[config.mk]
export PLATFORM = sky130hd
export DESIGN_NAME = mem_store_ctrl
export DESIGN_NICKNAME = d
export VERILOG_FILES = /design/src/rtl/mem_pkg.sv /design/src/rtl/store_lane_align.sv /design/src/rtl/mem_store_ctrl.sv
export SDC_FILE = /design/constraint.sdc
export NUM_CORES = 1
export LEC_CHECK = 0
export CAP_MARGIN = 20
export CORE_ASPECT_RATIO = 0.9
export CORE_MARGIN = 2
export CORE_UTILIZATION = 50
export CTS_BUF_LIST = sky130_fd_sc_hd__clkbuf_4 sky130_fd_sc_hd__clkbuf_8
export CTS_CLUSTER_SIZE = 24
export DETAILED_ROUTE_END_ITERATION = 8
export DONT_BUFFER_PORTS = 1
export MAX_ROUTING_LAYER = met4
export PLACE_DENSITY_LB_ADDON = 0.2
export RECOVER_POWER = 100
export SYNTH_ARGS = -nofsm -noshare
export SYNTH_HDL_FRONTEND = slang
export SYNTH_HIERARCHICAL = 1
export SYNTH_SLANG_ARGS = --single-unit
[constraint.sdc]
create_clock -name iCLK -period 5.19 [get_ports iCLK]
set_clock_uncertainty 0.05 [all_clocks]
set_input_delay 1.2975 -clock iCLK [delete_from_list [all_inputs] [get_ports iCLK]]
set_output_delay 1.2975 -clock iCLK [all_outputs]
set_load 0.05 [all_outputs]
[src/rtl/mem_pkg.sv]
`default_nettype none
// ============================================================================
//  Module      : mem_pkg
//  Description : Shared store-type encodings, controller state enum and a
//                helper that maps a store funct3 to its access size in bytes.
//  Revision    : 1.0 - initial release
// ============================================================================
package mem_pkg;

    localparam logic [2:0] F3_SB = 3'b000;
    localparam logic [2:0] F3_SH = 3'b001;
    localparam logic [2:0] F3_SW = 3'b010;
    localparam logic [2:0] F3_SD = 3'b011;

    typedef enum logic [1:0] {
        ST_IDLE  = 2'd0,
        ST_BEAT0 = 2'd1,
        ST_BEAT1 = 2'd2,
        ST_RESP  = 2'd3
    } store_state_t;

    // Access size in bytes; 0 marks an encoding that is never a store.
    function automatic logic [3:0] store_size(input logic [2:0] f3);
        case (f3)
            F3_SB:   store_size = 4'd1;
            F3_SH:   store_size = 4'd2;
            F3_SW:   store_size = 4'd4;
            F3_SD:   store_size = 4'd8;
            default: store_size = 4'd0;
        endcase
    endfunction

endpackage
`default_nettype wire

[src/rtl/store_lane_align.sv]
`default_nettype none
// ============================================================================
//  Module      : store_lane_align
//  Description : Purely combinational lane placement for a store. Produces a
//                two-beat byte-enable mask and two-beat data image, plus
//                illegal-type and misalignment flags.
//  Revision    : 1.0 - initial release
// ============================================================================
module store_lane_align
    import mem_pkg::*;
#(
    parameter int DATA_W = 32,
    localparam int NB    = DATA_W / 8,
    localparam int OFF_W = $clog2(NB)
) (
    input  logic [2:0]          iFunct3,
    input  logic [OFF_W-1:0]    iOff,
    input  logic [DATA_W-1:0]   iData,
    output logic [2*NB-1:0]     oMask,
    output logic [2*DATA_W-1:0] oData,
    output logic                oIllegal,
    output logic                oMisaligned
);

    logic [3:0]          sz;
    logic [3:0]          off4;
    logic [2*DATA_W-1:0] shifted;

    // Mask covers bytes [off, off+size); disabled lanes are forced to zero so
    // stale upper bits of a narrow store never reach the bus.
    always_comb begin
        sz          = store_size(iFunct3);
        off4        = 4'(iOff);
        oIllegal    = (sz == 4'd0) || ((sz == 4'd8) && (DATA_W != 64));
        oMisaligned = |(off4 & (sz - 4'd1));
        shifted     = {{DATA_W{1'b0}}, iData} << {iOff, 3'b000};
        oMask       = '0;
        oData       = '0;
        for (int b = 0; b < 2*NB; b++) begin
            oMask[b] = (b >= int'(off4)) && (b < int'(off4) + int'(sz));
            oData[8*b +: 8] = oMask[b] ? shifted[8*b +: 8] : 8'h00;
        end
    end

endmodule
`default_nettype wire

[src/rtl/mem_store_ctrl.sv]
`default_nettype none
// ============================================================================
//  Module      : mem_store_ctrl
//  Description : Store controller. Accepts one store request at a time,
//                issues one or two aligned memory beats (or flags an
//                exception) and signals completion with a one-cycle pulse.
//  Revision    : 1.0 - initial release
// ============================================================================
module mem_store_ctrl
    import mem_pkg::*;
#(
    parameter int DATA_W         = 32,
    parameter int ADDR_W         = 32,
    parameter int MISALIGN_SPLIT = 1
) (
    input  logic                iCLK,
    input  logic                iRST,
    input  logic                iReqValid,
    output logic                oReqReady,
    input  logic [2:0]          iFunct3,
    input  logic [ADDR_W-1:0]   iAddr,
    input  logic [DATA_W-1:0]   iData,
    output logic                oMemValid,
    input  logic                iMemReady,
    output logic [ADDR_W-1:0]   oMemAddr,
    output logic [DATA_W-1:0]   oMemData,
    output logic [DATA_W/8-1:0] oMemByteEnable,
    output logic                oDone,
    output logic                oException,
    output logic                oBusy
);

    localparam int NB    = DATA_W / 8;
    localparam int OFF_W = $clog2(NB);

    store_state_t        state_q;
    logic [ADDR_W-1:0]   addr_q;
    logic [2*NB-1:0]     mask_q;
    logic [2*DATA_W-1:0] data_q;
    logic                exc_q;

    logic [2*NB-1:0]     lane_mask;
    logic [2*DATA_W-1:0] lane_data;
    logic                lane_illegal;
    logic                lane_misaligned;
    logic                reject;

    store_lane_align #(.DATA_W(DATA_W)) u_align (
        .iFunct3     (iFunct3),
        .iOff        (iAddr[OFF_W-1:0]),
        .iData       (iData),
        .oMask       (lane_mask),
        .oData       (lane_data),
        .oIllegal    (lane_illegal),
        .oMisaligned (lane_misaligned)
    );

    assign reject = lane_illegal || (lane_misaligned && (MISALIGN_SPLIT == 0));

    // Controller FSM; the aligned beat image is captured once at acceptance.
    always_ff @(posedge iCLK or posedge iRST) begin
        if (iRST) begin
            state_q <= ST_IDLE;
            addr_q  <= '0;
            mask_q  <= '0;
            data_q  <= '0;
            exc_q   <= 1'b0;
        end else begin
            case (state_q)
                ST_IDLE: begin
                    if (iReqValid) begin
                        if (reject) begin
                            exc_q   <= 1'b1;
                            mask_q  <= '0;
                            data_q  <= '0;
                            state_q <= ST_RESP;
                        end else begin
                            exc_q   <= 1'b0;
                            addr_q  <= {iAddr[ADDR_W-1:OFF_W], {OFF_W{1'b0}}};
                            mask_q  <= lane_mask;
                            data_q  <= lane_data;
                            state_q <= ST_BEAT0;
                        end
                    end
                end
                ST_BEAT0: begin
                    if (iMemReady) begin
                        state_q <= (|mask_q[2*NB-1:NB]) ? ST_BEAT1 : ST_RESP;
                    end
                end
                ST_BEAT1: begin
                    if (iMemReady) begin
                        state_q <= ST_RESP;
                    end
                end
                default: begin
                    state_q <= ST_IDLE;
                end
            endcase
        end
    end

    // Outputs decode straight from state registers so reset clears them at once.
    always_comb begin
        oReqReady      = (state_q == ST_IDLE) && !iRST;
        oBusy          = (state_q != ST_IDLE);
        oDone          = (state_q == ST_RESP);
        oException     = (state_q == ST_RESP) && exc_q;
        oMemValid      = 1'b0;
        oMemAddr       = '0;
        oMemData       = '0;
        oMemByteEnable = '0;
        if (state_q == ST_BEAT0) begin
            oMemValid      = 1'b1;
            oMemAddr       = addr_q;
            oMemData       = data_q[DATA_W-1:0];
            oMemByteEnable = mask_q[NB-1:0];
        end else if (state_q == ST_BEAT1) begin
            oMemValid      = 1'b1;
            oMemAddr       = addr_q + ADDR_W'(NB);
            oMemData       = data_q[2*DATA_W-1:DATA_W];
            oMemByteEnable = mask_q[2*NB-1:NB];
        end
    end

endmodule
`default_nettype wire

==> qor.yml, run 1 <==
run_status: "finished, violations left"
violations: "max-capacitance violations, max-slew violations"
antenna_left: 0
crit_chain: "inv_1 -> ha_1 -> and4b_1 -> nand3_1 -> or3_1 -> a21oi_1 -> clkbuf_1"
cts_tree: "yes"
root_buffer: "clkbuf_8"
critPathKind: "flip-flop to primary output"
grt_usage_pct: 26.1
crit_slowest_cell: "clkbuf_1"
final_design_area_no_fill_um2: 7050
grt_pass1_vias: 5408
numCtsBuffers: 9
gr-total-overflow: 0
start_kind: "flip-flop"
worstHoldStart: "data_q[36]"
whs_path_depth: 2
powerDensity_nw_per_um2: 511
cp_num_cells: 7
rows: 40
path_max_fanout: 25
leakagePower_nw: 2.90
synth_warnings: 6
slew_headroom_pct: -103
placed_cells: 939
cts.repair.resized: 0
layout.nets: 863
r2r_cells: 5
drt_iter0_markers: 379
place_congestion: 0.905
routed_wl_um: 17900
portBuffers: 0
fp.dieW_um: 127
grt_start_max_net_pins: 99
worst_slack_ns: 0.597
setup_viol: 0
drive_above_1_share_pct: 7.50
syn_inst: 810
hold_path.class: "flip-flop to flip-flop"
r2r-end: "data_q[55]"
vias_per_cell: 5.81
grt_pass1_wl_um: 29100
finalNonFillerCells: 956
slowest_delay_ns: 0.48
ir_worst_vdd_v: 0.000178
final.min_clock_period_ns: 4.59
clockBufferDepth: 2
worst-r2r-setup-slack_ns: 1.66
die_h_um: 115
seqCellArea_um2: 2630
htree_levels: 3
holdBufCountCts: 0
crit_buf_inv: 2
cp.arrival_ns: 3.25
dpl.hpwl_um: 12800
clkTransAtPathRegs_ns: 0.10
clock_latency_ns: 0.39
fin_crit_sh_pct: 88.5
ios: 144
die_area_um2: 14600
r2r_start: "state_q[0]"
finalSetupTns_ns: 0
whs_endpoint: "data_q[36]"
multi_input_area_um2: 3840
critical_path_required_ns: 3.84
initial_core_util_pct: 51.0
drc: 0
syn2layout_area_growth_pct: 3.37
antenna_found_initial: 1
tightest_slew_ns: 3.02
rsz0062_at_grt: "false"
end_kind: "primary output"
fillers: 1281
placed_area_um2: 6930
fmax_ghz: 0.218
synth.cell_area_um2: 6820
drv_slew: 254
cp_top_family: "simple AND/OR/NAND/NOR gates"
power_mw: 3.61
drv_cap: 15
syn_avg_cell_area_um2: 8.42
cts_sinks: 105
wl_per_cell_um: 18.7
finalHoldViolations: 0
dr.pass1.iters: 5
vias: 5559
cts_setup_buffers: 0
pre_cts_ws_ns: 1.34
core_um2: 13400
## state kept, by name, indices dropped and copies added (netlist names)
signal / flops
data_q: 64
addr_q: 30
exc_q: 1
mask_q: 8
state_q: 2
## metrics by stage
stage                     hold slack (ns)  util [%]
final                               0.441      52.8
after global routing                0.468      52.8
after CTS                           0.450      53.2
after detailed placement            0.425      51.8
after global placement              0.417      51.8
after floorplan                     0.405         -
## report_power, final
group / total (mW) / internal (mW) / switching, mW
combinational: 1.80 / 0.435 / 1.37
sequential: 1.30 / 1.06 / 0.247
clock: 0.497 / 0.183 / 0.314
total: 3.61 / 1.67 / 1.93
## final cells by class
cell class	count	share of cell area [%]
clock inverters	7	0.869
clock buffers	9	1.76
repair buffers	22	1.69
multi-input cells	627	54.5
flip-flops and latches	105	37.3
well taps	168	2.98
diodes	1	0.0355
inverters	17	0.923
## worst max-delay path by stage
stage	from	end
floorplan	state_q[1]	oMemAddr[18]
global placement	state_q[1]	oMemAddr[22]
detailed placement	state_q[1]	oMemAddr[22]
CTS	state_q[1]	oMemAddr[22]
global route	state_q[1]	oMemAddr[16]
finish	state_q[1]	oMemAddr[14]
## worst reg2reg max path, delay by kind of cell (launching register included)
kind / cells / cell delay (ns)
flip-flops: 1 / 0.41
AND/OR/NAND/NOR: 1 / 0.92
adder cells (fa/ha/maj): 1 / 0.25
AO/OA/AOI/OAI: 1 / 0.35
buffers and inverters: 2 / 1.37
## placed cells by master (no fill, tap or decap), types with 3 or more instances in the layout
cell / instances
nand3_1: 10
or4_1: 11
and4_1: 4
buf_4: 9
or2_2: 3
dfrtp_1: 105
o31ai_1: 11
nand4_1: 9
or3_1: 5
a22oi_1: 6
clkbuf_1: 11
mux2_1: 32
mux2_2: 15
a22o_1: 30
a21oi_1: 25
and2_1: 3
inv_1: 16
a21oi_2: 3
conb_1: 10
nor2_1: 58
mux2i_1: 10
nand2b_1: 79
clkbuf_8: 9
nand2_1: 141
o21ai_0: 83
ha_1: 9
and3_1: 9
a211oi_1: 9
o21ai_1: 9
nor3_1: 4
## metal layers
layer / vias up / routed length [um] / GRT usage [%] / part of all wire, %
li1: 2729 / - / - / -
met1: 2647 / 7900 / 33.3 / 44
met2: 165 / 8210 / 40.3 / 46
met3: 18 / 1620 / 9.91 / 9.0
met4: 0 / 199 / 4.98 / 1.1
met5: - / 0 / - / 0
Power figures use the tool's default switching activity.
==> run 2, diff against run 1 <==
- DONT_BUFFER_PORTS: 1 -> default
==> qor.yml, run 2 (synthesis gave the netlist of run 1 again) <==
whs_ns: 0.436  # -0.00547 ns
worst_slack_ns: 0.443  # -0.153 ns
final_util_pct: 62.8  # +10 points
critPathKind: "flip-flop to primary output"
die_area_um2: 14600  # unchanged
finalHoldViolations: 0  # unchanged
p_sw_mw: 1.95  # +0.86%
place_congestion: 0.961  # +6.1%
pre_cts_ws_ns: 0.875  # -0.465 ns
layout.nets: 993  # +15%
fp.dieW_um: 127  # unchanged
rsz0062_at_grt: "false"
final_common_cell: "nand2_1"
ios: 144  # unchanged
power_mw: 3.88  # +7.6%
die_h_um: 115  # unchanged
final_design_area_no_fill_um2: 8390  # +19%
grt_pass1_vias: 5929  # +9.6%
cts_tree: "yes"
placed_cells: 1069  # +14%
hold_path.class: "flip-flop to flip-flop"
worst-r2r-setup-slack_ns: 1.60  # -0.06 ns
holdBufCountCts: 0  # unchanged
diodes: 0  # -1
start_kind: "flip-flop"
vias: 6156  # +11%
final_cell_mix: "nand2_1 (141), dfrtp_1 (105), nand2b_1 (79)"
core_um2: 13400  # unchanged
regMostFlops: "data_q"
finalNonFillerCells: 1084  # +13%
cts_setup_buffers: 0  # unchanged
htree_levels: 3  # unchanged
drt_iter0_markers: 553  # +46%
placed_area_um2: 8250  # +19%
violations: "max-capacitance violations, max-slew violations"
r2r-end: "data_q[23]"
portBuffers: 141  # +141
worstHoldStart: "data_q[1]"
dr.pass1.iters: 5  # unchanged
pwr-share-seq_pct: 33.7  # -2.5 points
drv_cap: 2  # -13
grt_usage_pct: 27.3  # +1.2 points
swShare_pct: 50.2  # -3.4 points
antenna_found_initial: 0  # -1
drive_above_1_share_pct: 5.90  # -1.6 points
drv_slew: 132  # -48%
root_buffer: "clkbuf_8"
numCtsBuffers: 9  # unchanged
vias_per_cell: 5.68  # -2.3%
leakagePower_nw: 3.59  # +24%
cts_sinks: 105  # unchanged
clkTransAtPathRegs_ns: 0.09  # about the same
initial_core_util_pct: 51.0  # unchanged
clock_latency_ns: 0.38  # about the same
r2r_cells: 5  # unchanged
critical_path_required_ns: 3.84  # about the same
routed_wl_um: 18800  # +4.9%
cp.arrival_ns: 3.40  # +0.15 ns
largest_reg_flops: 64  # unchanged
path_max_fanout: 12  # -52%
tightest_slew_ns: 1.68  # -1.34 ns
gr-total-overflow: 0  # unchanged
wl_per_cell_um: 17.3  # -7.5%
ir_worst_vdd_v: 0.000249  # +40%
final.min_clock_period_ns: 4.75  # +0.153 ns
grt_start_max_net_pins: 101  # +2.0%
whs_endpoint: "data_q[1]"
p_int_mw: 1.93  # +15%
fin_crit_sh_pct: 91.5  # +3.0 points
r2r_start: "state_q[0]"
run_status: "finished, violations left"
grt_pass1_wl_um: 30700  # +5.7%
top_regs: "data_q: 64 flops, addr_q: 30 flops, mask_q: 8 flops"
rows: 40  # unchanged
drc: 0  # unchanged
powerDensity_nw_per_um2: 463  # -9.5%
antenna_left: 0  # unchanged
whs_path_depth: 2  # unchanged
clockBufferDepth: 2  # unchanged
finalSetupTns_ns: 0  # unchanged
cts.repair.resized: 0  # unchanged
end_kind: "primary output"
syn2layout_area_growth_pct: 22.9
p_clk_share_pct: 12.3  # -1.5 points
setup_viol: 0  # unchanged
combPwrFrac_pct: 54.0  # +4.0 points
fmax_ghz: 0.211  # -3.2%
dpl.hpwl_um: 13600  # +6.9%
slew_headroom_pct: -11.9  # +91 points
## run 2: changes by cell type in the layout (fill, tap and decap cells not counted), moves of 3 or more
| cell | change |
|---|---|
| dlygate4sd3_1 | +73 |
| clkdlybuf4s50_1 | +68 |
| o21ai_0 | -16 |
| o21ai_1 | +16 |
| clkbuf_1 | -10 |
| a21oi_1 | +3 |
| a21oi_2 | -3 |
| clkbuf_4 | +3 |
## run 2: layout make-up
cell class,instances,area (um2)
flip-flops and latches,105,2630
multi-input cells,627,3830
repair buffers,152,1480
inverters,17,65.1
fillers,1185,4980
clock inverters,2,15.0
well taps,168,210
clock buffers,13,160
## run 2: worst max-delay path, stage by stage (launching register included)
cell and delay (ns):
dfrtp_1 0.41, inv_1 0.08, ha_2 0.20, and4b_1 0.35
nand3_1 0.34, or4_1 0.57, a21oi_1 0.17, dlygate4sd3_1 0.90
## run 2: power groups by stage
stage / clock [mW] / combinational, mW / sequential (mW)
after floorplan: 0 / 1.60 / 1.23
after global placement: 0 / 2.17 / 1.30
after detailed placement: 0 / 2.20 / 1.32
after CTS: 0.494 / 2.20 / 1.30
after global routing: 0.527 / 2.26 / 1.35
final: 0.478 / 2.09 / 1.31
## run 2: per-layer routing
layer / track usage [%] / share of wire (%) / vias to the layer above
li1: - / - / 2985
met1: 36.4 / 46 / 2958
met2: 43.4 / 47 / 191
met3: 5.35 / 5.6 / 22
met4: 7.03 / 1.8 / 0
met5: - / 0 / -
## run 2: worst max path at each step
stage	slack (ns)	start	depth (start not counted)	endpoint
after global placement	0.97	state_q[1]	7	oMemAddr[22]
after global routing	0.30	addr_q[4]	5	oMemAddr[15]
after floorplan	0.97	state_q[1]	6	oMemAddr[18]
after detailed placement	0.87	iFunct3[2]	10	data_q[34]
final	0.44	state_q[1]	7	oMemAddr[22]
after CTS	0.51	state_q[1]	7	oMemAddr[22]
